--- src/rtl/regfile_ctrl_if.sv ---
// Bundle for the regfile_ctrl requester, response and register-file sides.
// slave = controller, master = requesters plus register-file model.
interface regfile_ctrl_if #(
  parameter int reg_width  = 5,
  parameter int data_width = 32
);
  logic                  wr_valid;
  logic                  wr_ready;
  logic [reg_width-1:0]  wr_addr;
  logic [data_width-1:0] wr_data;

  logic                  rd_valid;
  logic                  rd_ready;
  logic [reg_width-1:0]  rd_rs1;
  logic [reg_width-1:0]  rd_rs2;
  logic                  rd_use_rs2;

  logic                  resp_valid;
  logic                  resp_ready;
  logic [data_width-1:0] resp_rs1_data;
  logic [data_width-1:0] resp_rs2_data;

  logic                  rf_rd_en;
  logic                  rf_rs1_en;
  logic                  rf_rs2_en;
  logic [reg_width-1:0]  rf_rd;
  logic [reg_width-1:0]  rf_rs1;
  logic [reg_width-1:0]  rf_rs2;
  logic [data_width-1:0] rf_rd_din;
  logic [data_width-1:0] rf_rs1_dout;
  logic [data_width-1:0] rf_rs2_dout;

  modport slave (
    input  wr_valid, wr_addr, wr_data,
    input  rd_valid, rd_rs1, rd_rs2, rd_use_rs2,
    input  resp_ready, rf_rs1_dout, rf_rs2_dout,
    output wr_ready, rd_ready, resp_valid, resp_rs1_data, resp_rs2_data,
    output rf_rd_en, rf_rs1_en, rf_rs2_en, rf_rd, rf_rs1, rf_rs2, rf_rd_din
  );

  modport master (
    output wr_valid, wr_addr, wr_data,
    output rd_valid, rd_rs1, rd_rs2, rd_use_rs2,
    output resp_ready, rf_rs1_dout, rf_rs2_dout,
    input  wr_ready, rd_ready, resp_valid, resp_rs1_data, resp_rs2_data,
    input  rf_rd_en, rf_rs1_en, rf_rs2_en, rf_rd, rf_rs1, rf_rs2, rf_rd_din
  );
endinterface

--- src/rtl/regfile_ctrl.sv ---
// Arbitrates write and read requesters onto a one-op-per-cycle register file.
// Define REGFILE_CTRL_FWD_EN to enable write-to-read forwarding.
//
// state | meaning
// IDLE  | accept writes/reads; read wins only after max_wr_burst starving writes
// RESP  | present read response until resp_ready; writes still accepted
module regfile_ctrl #(
  parameter int reg_width    = 5,
  parameter int data_width   = 32,
  parameter int max_wr_burst = 4
) (
  input  logic          clk,
  input  logic          resetn,
  regfile_ctrl_if.slave bus
);

  typedef enum logic {IDLE, RESP} state_t;

  localparam int STREAK_W = $clog2(max_wr_burst + 1);
  localparam logic [STREAK_W-1:0] BURST_MAX = STREAK_W'(max_wr_burst);

  state_t                r_state;
  state_t                w_state_nxt;
  logic [STREAK_W-1:0]   r_wr_streak;
  logic [STREAK_W-1:0]   w_wr_streak_nxt;
  logic                  r_use_rs2;
  logic                  r_resp_live;
  logic [data_width-1:0] r_resp_rs1;
  logic [data_width-1:0] r_resp_rs2;

  logic                  w_wr_addr_nz;
  logic                  w_rd_prio;
  logic                  w_wr_grant;
  logic                  w_rd_grant;
  logic                  w_fwd;
  logic [data_width-1:0] w_rs2_live;

  always_comb begin
    w_state_nxt        = r_state;
    w_wr_streak_nxt    = r_wr_streak;
    bus.wr_ready       = 1'b0;
    bus.rd_ready       = 1'b0;
    bus.resp_valid     = 1'b0;
    bus.resp_rs1_data  = '0;
    bus.resp_rs2_data  = '0;
    bus.rf_rd_en       = 1'b0;
    bus.rf_rs1_en      = 1'b0;
    bus.rf_rs2_en      = 1'b0;
    bus.rf_rd          = '0;
    bus.rf_rs1         = '0;
    bus.rf_rs2         = '0;
    bus.rf_rd_din      = '0;

    w_wr_addr_nz = (bus.wr_addr != {reg_width{1'b0}});
    w_rs2_live   = r_use_rs2 ? bus.rf_rs2_dout : '0;
    w_rd_prio    = (r_state == IDLE) && bus.rd_valid && (r_wr_streak == BURST_MAX);
    w_wr_grant   = resetn && bus.wr_valid && !w_rd_prio;
    w_rd_grant   = resetn && (r_state == IDLE) && bus.rd_valid && !w_wr_grant;
    w_fwd        = 1'b0;
`ifdef REGFILE_CTRL_FWD_EN
    // Every read operand is either the register being written or x0.
    w_fwd = w_wr_grant && w_wr_addr_nz && (r_state == IDLE) && bus.rd_valid &&
            ((bus.rd_rs1 == bus.wr_addr) || (bus.rd_rs1 == '0)) &&
            (!bus.rd_use_rs2 || (bus.rd_rs2 == bus.wr_addr) || (bus.rd_rs2 == '0));
`endif

    if (w_wr_grant) begin
      bus.wr_ready = 1'b1;
      if (w_wr_addr_nz) begin
        bus.rf_rd_en  = 1'b1;
        bus.rf_rd     = bus.wr_addr;
        bus.rf_rd_din = bus.wr_data;
      end
    end

    if (w_rd_grant) begin
      bus.rd_ready  = 1'b1;
      bus.rf_rs1_en = 1'b1;
      bus.rf_rs2_en = bus.rd_use_rs2;
      bus.rf_rs1    = bus.rd_rs1;
      bus.rf_rs2    = bus.rd_rs2;
      w_state_nxt   = RESP;
    end

    if (w_fwd) begin
      bus.rd_ready = 1'b1;
      w_state_nxt  = RESP;
    end

    if (resetn) begin
      case (r_state)
        IDLE: begin
          if (w_rd_grant || w_fwd || !bus.rd_valid) begin
            w_wr_streak_nxt = '0;
          end else if (w_wr_grant) begin
            w_wr_streak_nxt = r_wr_streak + 1'b1;
          end
        end
        RESP: begin
          bus.resp_valid    = 1'b1;
          bus.resp_rs1_data = r_resp_live ? bus.rf_rs1_dout : r_resp_rs1;
          bus.resp_rs2_data = r_resp_live ? w_rs2_live : r_resp_rs2;
          if (bus.resp_ready) begin
            w_state_nxt = IDLE;
          end
          if (!bus.rd_valid) begin
            w_wr_streak_nxt = '0;
          end
        end
        default: w_state_nxt = IDLE;
      endcase
    end
  end

  always_ff @(posedge clk or negedge resetn) begin
    if (!resetn) begin
      r_state     <= IDLE;
      r_wr_streak <= '0;
    end else begin
      r_state     <= w_state_nxt;
      r_wr_streak <= w_wr_streak_nxt;
    end
  end

  // The register file only holds read data for one cycle guaranteed, so the
  // first RESP cycle passes it through and snapshots it for any stall.
  always_ff @(posedge clk or negedge resetn) begin
    if (!resetn) begin
      r_use_rs2   <= 1'b0;
      r_resp_live <= 1'b0;
      r_resp_rs1  <= '0;
      r_resp_rs2  <= '0;
    end else if (w_rd_grant) begin
      r_use_rs2   <= bus.rd_use_rs2;
      r_resp_live <= 1'b1;
    end else if (w_fwd) begin
      r_use_rs2   <= bus.rd_use_rs2;
      r_resp_live <= 1'b0;
      r_resp_rs1  <= (bus.rd_rs1 == '0) ? '0 : bus.wr_data;
      r_resp_rs2  <= (bus.rd_use_rs2 && (bus.rd_rs2 != '0)) ? bus.wr_data : '0;
    end else if ((r_state == RESP) && r_resp_live) begin
      r_resp_live <= 1'b0;
      r_resp_rs1  <= bus.rf_rs1_dout;
      r_resp_rs2  <= w_rs2_live;
    end
  end

endmodule
--- src/flat_wrapper.sv ---
// flat-port wrapper written by rule: the top's interface ports become plain ports
module regfile_ctrl_flat 
#(
  parameter int reg_width    = 5,
  parameter int data_width   = 32,
  parameter int max_wr_burst = 4
)
  (clk, resetn, bus_wr_valid, bus_wr_addr, bus_wr_data, bus_rd_valid, bus_rd_rs1, bus_rd_rs2, bus_rd_use_rs2, bus_resp_ready, bus_rf_rs1_dout, bus_rf_rs2_dout, bus_wr_ready, bus_rd_ready, bus_resp_valid, bus_resp_rs1_data, bus_resp_rs2_data, bus_rf_rd_en, bus_rf_rs1_en, bus_rf_rs2_en, bus_rf_rd, bus_rf_rs1, bus_rf_rs2, bus_rf_rd_din);
  regfile_ctrl_if #(.reg_width(reg_width), .data_width(data_width)) bus_i ();
  input  logic clk;
  input  logic resetn;
  input wire logic [$bits(bus_i.wr_valid)-1:0] bus_wr_valid;
  input wire logic [$bits(bus_i.wr_addr)-1:0] bus_wr_addr;
  input wire logic [$bits(bus_i.wr_data)-1:0] bus_wr_data;
  input wire logic [$bits(bus_i.rd_valid)-1:0] bus_rd_valid;
  input wire logic [$bits(bus_i.rd_rs1)-1:0] bus_rd_rs1;
  input wire logic [$bits(bus_i.rd_rs2)-1:0] bus_rd_rs2;
  input wire logic [$bits(bus_i.rd_use_rs2)-1:0] bus_rd_use_rs2;
  input wire logic [$bits(bus_i.resp_ready)-1:0] bus_resp_ready;
  input wire logic [$bits(bus_i.rf_rs1_dout)-1:0] bus_rf_rs1_dout;
  input wire logic [$bits(bus_i.rf_rs2_dout)-1:0] bus_rf_rs2_dout;
  output wire logic [$bits(bus_i.wr_ready)-1:0] bus_wr_ready;
  output wire logic [$bits(bus_i.rd_ready)-1:0] bus_rd_ready;
  output wire logic [$bits(bus_i.resp_valid)-1:0] bus_resp_valid;
  output wire logic [$bits(bus_i.resp_rs1_data)-1:0] bus_resp_rs1_data;
  output wire logic [$bits(bus_i.resp_rs2_data)-1:0] bus_resp_rs2_data;
  output wire logic [$bits(bus_i.rf_rd_en)-1:0] bus_rf_rd_en;
  output wire logic [$bits(bus_i.rf_rs1_en)-1:0] bus_rf_rs1_en;
  output wire logic [$bits(bus_i.rf_rs2_en)-1:0] bus_rf_rs2_en;
  output wire logic [$bits(bus_i.rf_rd)-1:0] bus_rf_rd;
  output wire logic [$bits(bus_i.rf_rs1)-1:0] bus_rf_rs1;
  output wire logic [$bits(bus_i.rf_rs2)-1:0] bus_rf_rs2;
  output wire logic [$bits(bus_i.rf_rd_din)-1:0] bus_rf_rd_din;
  assign bus_i.wr_valid = bus_wr_valid;
  assign bus_i.wr_addr = bus_wr_addr;
  assign bus_i.wr_data = bus_wr_data;
  assign bus_i.rd_valid = bus_rd_valid;
  assign bus_i.rd_rs1 = bus_rd_rs1;
  assign bus_i.rd_rs2 = bus_rd_rs2;
  assign bus_i.rd_use_rs2 = bus_rd_use_rs2;
  assign bus_i.resp_ready = bus_resp_ready;
  assign bus_i.rf_rs1_dout = bus_rf_rs1_dout;
  assign bus_i.rf_rs2_dout = bus_rf_rs2_dout;
  assign bus_wr_ready = bus_i.wr_ready;
  assign bus_rd_ready = bus_i.rd_ready;
  assign bus_resp_valid = bus_i.resp_valid;
  assign bus_resp_rs1_data = bus_i.resp_rs1_data;
  assign bus_resp_rs2_data = bus_i.resp_rs2_data;
  assign bus_rf_rd_en = bus_i.rf_rd_en;
  assign bus_rf_rs1_en = bus_i.rf_rs1_en;
  assign bus_rf_rs2_en = bus_i.rf_rs2_en;
  assign bus_rf_rd = bus_i.rf_rd;
  assign bus_rf_rs1 = bus_i.rf_rs1;
  assign bus_rf_rs2 = bus_i.rf_rs2;
  assign bus_rf_rd_din = bus_i.rf_rd_din;
  regfile_ctrl #(.reg_width(reg_width), .data_width(data_width), .max_wr_burst(max_wr_burst)) u_core (.clk(clk), .resetn(resetn), .bus(bus_i));
endmodule
--- config.mk ---
export PLATFORM = sky130hd
export DESIGN_NAME = regfile_ctrl_flat
export DESIGN_NICKNAME = d
export VERILOG_FILES = /design/src/rtl/regfile_ctrl_if.sv /design/src/rtl/regfile_ctrl.sv /design/src/flat_wrapper.sv
export SDC_FILE = /design/constraint.sdc
export NUM_CORES = 1
export LEC_CHECK = 0
export CAP_MARGIN = 20
export CORE_UTILIZATION = 40
export CTS_CLUSTER_DIAMETER = 30
export CTS_CLUSTER_SIZE = 25
export DETAILED_ROUTE_END_ITERATION = 10
export PLACE_DENSITY_LB_ADDON = 0.05
export SYNTH_ARGS = -nofsm -noshare
export SYNTH_HDL_FRONTEND = slang
export SYNTH_SLANG_ARGS = --single-unit
export TNS_END_PERCENT = 50
--- constraint.sdc ---
create_clock -name clk -period 1.8 [get_ports clk]
set_input_delay 0.36 -clock clk [delete_from_list [all_inputs] [get_ports clk]]
set_output_delay 0.36 -clock clk [all_outputs]
set_load 0.02 [all_outputs]
Word level (Yosys, flattened, before mapping)
Cells that the tools add are included.
- add/sub/neg operators: 1
- eq/ne operators: 3
- multiplexer cells: 30
- bitwise operators: 2
- reductions and logical operators: 16
- operator list (operator ; count):
    $mux W32 ; 9
    $mux W5 ; 4
    $mux W1 ; 13
    $mux W3 ; 3
    $logic_and A1 B1 Y1 ; 8
    $pmux W3 S2 ; 1
    $reduce_bool A5 Y1 ; 1
    $add A3 B1 Y3 const B ; 1
    $eq A3 B3 Y1 const B ; 1
    $logic_not A1 Y1 ; 3
    $ne A3 B2 Y1 const B ; 1
    $reduce_and A3 Y1 ; 1
    $ne A2 B2 Y1 const B ; 1
    $not A1 Y1 ; 2
    $reduce_and A2 Y1 ; 1
    $reduce_bool A2 Y1 ; 1
    $logic_or A1 B1 Y1 ; 1
- bits in registers: 70
- bits of input ports: 117
- output and inout port bits: 117
- logic and storage cells: 58

Depth between registers and ports, before layout
Gate-level depths: netlist (run 1).
- depth in word-level cells: 11
- mapped depth: 6
- mapped depth without buffers: 6

Worst setup path before layout (run 1)
Ideal clock, no wire load.
- path type: register to output
- start: register u_core.r_wr_streak[0]
- end: output bus_rf_rd_din[10]
- arrival: 1.571 ns
- required time: 1.440 ns
- slack: -0.131 ns
- stages on the path, launching flop included: 7
- path buffers: 1
- cell sequence: dfrtp_1 > inv_1 > ha_1 > nand2_1 > o211ai_4 > buf_2 > nor3b_1
- cells in the longest elaborated chain, start to end: 5
- ends and longest elaborated chain (what ; RTL line ; text):
    start, declared ; regfile_ctrl.sv:24 ; logic [STREAK_W-1:0] r_wr_streak;
    start signal, assigned ; regfile_ctrl.sv:121 ; r_wr_streak <= w_wr_streak_nxt;
    $eq A3 B3 Y1 ; regfile_ctrl.sv:56 ; w_rd_prio = (r_state == IDLE) && bus.rd_valid && (r_wr_streak == BURST_MAX);
    $logic_and A1 B1 Y1 ; regfile_ctrl.sv:56 ;
    $logic_not A1 Y1 ; regfile_ctrl.sv:57 ; w_wr_grant = resetn && bus.wr_valid && !w_rd_prio;
    $logic_and A1 B1 Y1 ; regfile_ctrl.sv:57 ;
    $mux W32 ; regfile_ctrl.sv:67 ; if (w_wr_grant) begin
    end, declared ; flat_wrapper.sv:33 ; output wire logic [$bits(bus_i.rf_rd_din)-1:0] bus_rf_rd_din;
No other way between the ends.

Final worst setup path (run 1)
- start: register u_core.r_wr_streak[1]
- end: output bus_rf_rd_din[30]
The elaborated chain is that of the path after synthesis.

==> results of run 1 <==
==> routing by layer <==
| layer | routed length [um] | vias up | track usage (%) |
|---|---|---|---|
| met2 | 9060 | 178 | 48.6 |
| met4 | 356 | 0 | 8.13 |
| met5 | 0 | - | 0 |
| li1 | - | 2239 | - |
| met1 | 5880 | 2319 | 27.4 |
| met3 | 1010 | 34 | 6.50 |
==> layout make-up <==
type	instances	area [sq um]
Timing Repair Buffer	331	3360
Multi-Input combinational cell	363	2870
Fill cell	668	2040
Sequential cell	70	1760
Tap cell	136	170
Clock buffer	11	151
Inverter	7	33.8
Clock inverter	4	31.3
==> sequential cells by signal (all words and copies together), names as in the netlist <==
register / count
u_core.r_resp_live: 1
u_core.r_resp_rs1: 32
u_core.r_resp_rs2: 32
u_core.r_state: 1
u_core.r_use_rs2: 1
u_core.r_wr_streak: 3
==> layout by cell type (no fill, tap or decap), types with 3 or more instances in the layout <==
cell	count
buf_8	5
nand2b_4	18
nand2b_1	15
clkbuf_8	11
clkdlybuf4s50_1	111
and2_4	6
buf_4	121
buf_2	5
nor2_1	31
inv_1	4
o21ai_0	34
clkbuf_16	6
a21oi_4	4
clkinvlp_4	3
nand2_1	67
nor3b_2	24
buf_12	13
nand3_1	24
mux2i_1	32
nor3b_4	8
dfrtp_1	68
buf_6	64
buf_16	3
mux2_2	33
a21oi_2	24
and2_1	10
nand3_2	7
a21oi_1	7
==> worst min path at each step <==
stage,to,cells past startpoint,startpoint
2_1_floorplan,u_core.r_resp_live,0,resetn
3_3_place_gp,u_core.r_state,1,resetn
3_5_place_dp,u_core.r_state,1,resetn
4_1_cts,u_core.r_resp_rs1[20],2,resetn
5_1_grt,u_core.r_resp_live,2,resetn
6_report,u_core.r_resp_rs1[0],2,resetn
==> what timing repair did <==
item / CTS / global route
buffers inserted: 21 / 22
endpoints found under the setup margin: 117 / 149
endpoints found under the hold margin: 4 / 0
pin swaps: 21 / 38
gates resized for setup: 547 / 267
hold buffers: 1 / 0
cloned: 5 / 11
==> power groups by stage <==
stage                     clock network, mW  logic (mW)  registers, mW
after global routing                   1.28        3.99           2.92
after detailed placement                  0        2.89           2.74
after floorplan                           0        1.80           2.60
after CTS                              1.21        3.01           2.72
after global placement                    0        2.81           2.69
final                                  1.19        3.70           2.84
==> kinds of logic after synthesis <==
family	Yosys count	share of synthesized area (%)
buf+inv	51	5.91
mux	65	15.9
fa+ha+maj	2	0.577
flops	70	40.4
compound gates	75	9.46
simple gates	221	27.7
==> stage by stage <==
step           instance area (sq um)  utilization (%)  instances
2_1_floorplan                   4340                -        484
3_3_place_gp                    7100             68.1        857
6_report                        8370             80.4        922
4_1_cts                         7570             72.6        897
5_1_grt                         8370             80.4        922
3_5_place_dp                    7100             68.1        857
==> critical path, delay by kind of cell (launching register included) <==
kind,cells,cell delay (ps)
fa+ha+maj,1,160
simple gates,2,260
flops,1,360
compound gates,1,80
buf+inv,5,630
==> results.md, run 1 <==
* Largest clock skew in the final design at 12.6 ps
* Antenna Nets Post-Route at 0
* Combinational Power Share at 47.9%
* Count of synthesis-stage warnings from yosys at 0
* Largest incremental delay on the critical path at 360 ps
* Violations in the final reports: negative setup slack
* F_max at ~450 MHz
* Drt pass-1 iters at 5
* Critical path cell sequence: inv_2 > ha_4 > nand2_4 > o211ai_4 > buf_12 > buf_6 > buf_12 > nor3b_2 > buf_4
* Number of maximum-capacitance constraint violations at 0
* Clock tree sinks at 70
* Final cycle utilization of the critical path at 123%
* Critical path data arrival time at ~1900 ps
* Sort of element at the start of the critical path: register
* Internal Power at 4.92 mW
* Fraction of synthesized cell area taken by the top area cell type at 40.4%
* End of the critical path: bus_rf_rd_din[30]
* Launch point of the worst reg-to-reg path: u_core.r_resp_live
* Status: finished, violations left
* Crit-path max FO at 8
* Worst-case hold slack at around 320 ps
* Endpoints failing setup at 117
* Primary FF master, synth: dfrtp_1
* Measured slew at the worst slew-check pin at 851 ps
* Post-Route WL at approximately 16,000 um
* Count of H-tree levels built during CTS at 3
* CTS tree: yes
* Count of antenna diodes in the layout at 0
* Floorplan die height at 106 um
* Synth-to-layout area growth at 92.9%
* Proportion of register bits with asynchronous set or reset after synthesis at 100%
* FF+latch count, synth at 70
* Capturing point of the worst reg2reg path: u_core.r_resp_rs1[13]
* Count of standard-cell rows at 37
* Number of I/O pins at 234
* Number of antenna violations at the first check in global routing at 0
* Drt first-iter violations at 238
* Placed wire-length estimate after detailed placement at 9820 um
* Count of different cell masters after synthesis at 32
* Final number of hold-violating endpoints at 0
* Pre-CTS worst setup slack at -828 ps
* Proportion of power drawn by flip-flops and latches at 36.7%
* Required time reported for the critical path endpoint at 1440 ps
* Cell with the largest stage delay on the worst path: dfrtp_1
* Register-to-register setup slack at roughly 50 ps
* Summed instance area of the synthesized netlist at 0.00434 sq mm
* Count of nets after finishing at 901
* Class of the tightest hold or removal check: in2async
* Overall fraction of global-route tracks in use at 25.6%
* Switching power share of the total at between 30% and 40%
* RSZ-0062 raised after global routing: yes
* Vias in the first global route at about 4.7k
* First element of the critical path: u_core.r_wr_streak[1]
* Full die area at 0.0113 sq mm
* Buffers from clock root to sink, at most at 2
* Depth of the worst register-to-register path at 6
* Sw power at 2.81 mW
* DIE WIDTH at 106 um
* Buffer type at the clock tree root: clkbuf_8
* Number of synthesized flops with an enable pin at 0
* DR vias at between 4k and 5k
* Fin worst setup slack at -406 ps
* Port Buffers at 233
* Synth top area cells: dfrtp_1, mux2_2, mux2i_1
* Maximum ir drop on the vdd rail at 0.000546 V
* Pin count of the biggest net entering global routing at between 60 and 70
* Clock-pin slew reported for the worst setup and hold paths after clock tree synthesis at 80 ps
* Via-to-Cell Ratio at 5.17
* Element type at the critical path end: output port
* Max Slew Vio Count at 0
* Average wire length per cell after detail routing at 17.7 um
* Kind of critical path: reg2out
* Setup TNS Final at -24,460 ps
* Number of buffers created by CTS at 9
* Post-route DRC violation count at 0
* Post-Syn Instances at 484
* Fraction of final layout cells sized beyond drive strength 1 at between 40% and 50%
* Largest area contributor in the netlist: dfrtp_1
* Area of the core region at 0.0104 sq mm
* Starting Density at 41.7%
* Minimum clock period after layout at 2210 ps
* Most used standard cells in the synthesized netlist: dfrtp_1, nand2_1, a21oi_1, o21ai_0
* Relative slew margins at 43.3%
* Placer Congestion at roughly 0.8
* Net count after synthesis at 603
* Clock Latency Late Sink at 340 ps
* GRT Residual Overflow at 0
* Global-route wire length before repair at 22,800 um
* Share of synthesized area occupied by flip-flops and latches at 40.4%
* Total power at around 7.7 mW
* Cell Pwr Density at 924 mW/mm^2
* Synthesized area per cell at 8.97 sq um
* Clock power share at 15.4%
* Cell leakage power at 3.67 nW
* Cell occurring most often along the worst timing path: buf_12
Note: power is estimated with default switching activity, not from simulation.
==> run 2: changes to the inputs <==
- CELL_PAD_IN_SITES_DETAIL_PLACEMENT: unset -> 1
- CELL_PAD_IN_SITES_GLOBAL_PLACEMENT: unset -> 1
- CORE_UTILIZATION: 40 -> 28
==> run 2 against run 1 <==
  * First-iteration DRC count is 64% lower
  * Core utilization shrank 22 points
  * Combinational power increased by 3%
  * The flow still finishes with violations (negative setup slack)
  * Cell area up 5.1%
==> results.md, run 2 (synthesis results as in run 1) <==
* Cell Pwr Density at 966 mW/mm^2
* Starting Density at ~29%
* Drt pass-1 iters at 4
* DIE WIDTH at 126 um
* Setup TNS Final at -25,490 ps
* Cell area after layout at 0.00879 sq mm
* Clock tree sinks at 70
* Pin count of the biggest net entering global routing at 63
* Status: finished, violations left
* Count of standard-cell rows at 45
* Sw power at 2.99 mW
* Pre-CTS worst setup slack at -835 ps
* Buffer type at the clock tree root: clkbuf_16
* Post-Route WL at between 15,000 and 20,000 um
* Final number of hold-violating endpoints at 0
* Vias in the first global route at 4,976
* DR vias at between 4k and 5k
* Violations in the final reports: negative setup slack
* Final Instance Count excl. Fillers at around 980
* Count of nets after finishing at 909
* CTS tree: yes
* Class of the tightest hold or removal check: in2async
* Area of the core region at 0.0151 sq mm
* Placement-stage cell area at 0.00719 sq mm
* Met2 capacity usage during global routing at around 36%
* Proportion of power drawn by flip-flops and latches at between 30% and 40%
* Synth-to-layout area growth at 103%
* Cell with the largest stage delay on the worst path: dfrtp_1
* Combinational Power Share at 44.7%
* RSZ-0062 raised after global routing: yes
* Antenna Nets Post-Route at 0
* Max Slew Vio Count at 0
* Measured slew at the worst slew-check pin at 834 ps
* Crit-path max FO at 7
* Overall fraction of global-route tracks in use at 19.9%
* Global Route met3 Usage at 7.09%
* Endpoints failing setup at 116
* M1 GR Usage at a little over a fifth
* Largest clock skew in the final design at 9.61 ps
* Placed wire-length estimate after detailed placement at 11,000 um
* Floorplan die height at 126 um
* GRT Residual Overflow at 0
* Drt first-iter violations at 86
* Fin worst setup slack at -412 ps
* Critical path data arrival time at 1850 ps
* Largest incremental delay on the critical path at between 300 and 400 ps
* Post-route DRC violation count at 0
* F_max at roughly 450 MHz
* Number of maximum-capacitance constraint violations at 0
* Worst-case hold slack at 50.6 ps
* Average wire length per cell after detail routing at 17.9 um
* Required time reported for the critical path endpoint at 1440 ps
* GR peak layer: met2
* Clock-pin slew reported for the worst setup and hold paths after clock tree synthesis at ~60 ps
* Number of I/O pins at 234
* Most common cell after layout, fill and taps aside: buf_4
* Port Buffers at 233
* Sort of element at the start of the critical path: register
* Buffers from clock root to sink, at most at 2
* Total power at 8.50 mW
* Cell occurring most often along the worst timing path: buf_6
* Clock power share at 21.3%
* Relative slew margins at 44.4%
* Critical path cell sequence: inv_1 > ha_4 > nand2_4 > o211ai_4 > buf_6 > buf_12 > buf_6 > nor3b_2 > buf_4
* Internal Power at 5.51 mW
* CP Buf/Inv Count at 5
* Kind of critical path: reg2out
* Fraction of the core area covered by cells at the end of the flow at 58.1%
* Fraction of final layout cells sized beyond drive strength 1 at 50.4%
* Final cycle utilization of the critical path at 123%
* Via-to-Cell Ratio at 4.78
* Count of H-tree levels built during CTS at 3
* Number of buffers created by CTS at 9
* Placer Congestion at 0.741
* Global-route wire length before repair at 25,100 um
* Most frequent cells in the layout: buf_4, clkdlybuf4s50_1, dfrtp_1
* Largest registers: u_core.r_resp_rs1 x32, u_core.r_resp_rs2 x32, u_core.r_wr_streak x3
* Switching power share of the total at 35.2%
* Placed cells at 914
* Element type at the critical path end: output port
* Largest delay share family, worst path: buffers and inverters
* Minimum clock period after layout at about 2200 ps
* Full die area at around 0.016 sq mm
* Maximum ir drop on the vdd rail at a little under 0.0005 V
* Number of antenna violations at the first check in global routing at 2
* Clock Latency Late Sink at 340 ps
* Cell leakage power at approximately 3.8 nW
[run 2: what timing repair did]
action / CTS / global route
pin swaps: 13 / 39
gates resized for setup: 545 / 304
endpoints found under the setup margin: 117 / 117
endpoints found under the hold margin: 1 / 0
hold buffers: 2 / 0
setup buffers: 17 / 26
cloned: 5 / 9
[run 2: area by class of cell]
| cell class | count | area, sq um |
|---|---|---|
| clock inverter | 6 | 70.1 |
| tap | 188 | 235 |
| sequential | 70 | 1760 |
| multi-input combinational | 363 | 3020 |
| fill | 1607 | 6350 |
| timing repair buffer | 339 | 3450 |
| antenna | 1 | 2.50 |
| clock buffer | 10 | 229 |
| inverter | 7 | 31.3 |
[run 2: worst register-to-register path, delay by kind of cell, from the launching register on]
kind / cells / cell delay (ps)
AO/OA/AOI/OAI: 1 / 150
adder cells (fa/ha/maj): 1 / 140
flip-flops: 1 / 380
buffers and inverters: 5 / 600
multiplexers: 1 / 330
AND/OR/NAND/NOR: 1 / 60
[run 2: path summary, 6_finish.rpt]
check | depth (start not counted) | slack, ps | to | start
max | 9 | -410 | bus_rf_rd_din[24] | u_core.r_wr_streak[0]
min | 2 | 50 | u_core.r_resp_rs1[6] | resetn
max reg2reg | 9 | 30 | u_core.r_use_rs2 | u_core.r_wr_streak[0]
min reg2reg | 2 | 480 | u_core.r_resp_rs2[8] | u_core.r_resp_rs2[8]
max in group asynchronous | 2 | 850 | u_core.r_resp_live | resetn
min in group clk | 2 | 480 | u_core.r_resp_rs2[8] | u_core.r_resp_rs2[8]
[run 2: layer usage]
layer  vias to the layer above  share of wire (%)
met5                         -              0.074
met3                        19                6.8
li1                       2252                  -
met1                      2297                 38
met2                       130                 53
met4                         2                1.4
[run 2: power by group through the flow]
stage | clock, mW | combinational [mW] | sequential, mW
after global placement | 0 | 2.88 | 2.69
after detailed placement | 0 | 2.98 | 2.74
final | 1.81 | 3.80 | 2.90
after floorplan | 0 | 1.80 | 2.60
after global routing | 1.92 | 4.11 | 3.00
after CTS | 1.86 | 3.02 | 2.74
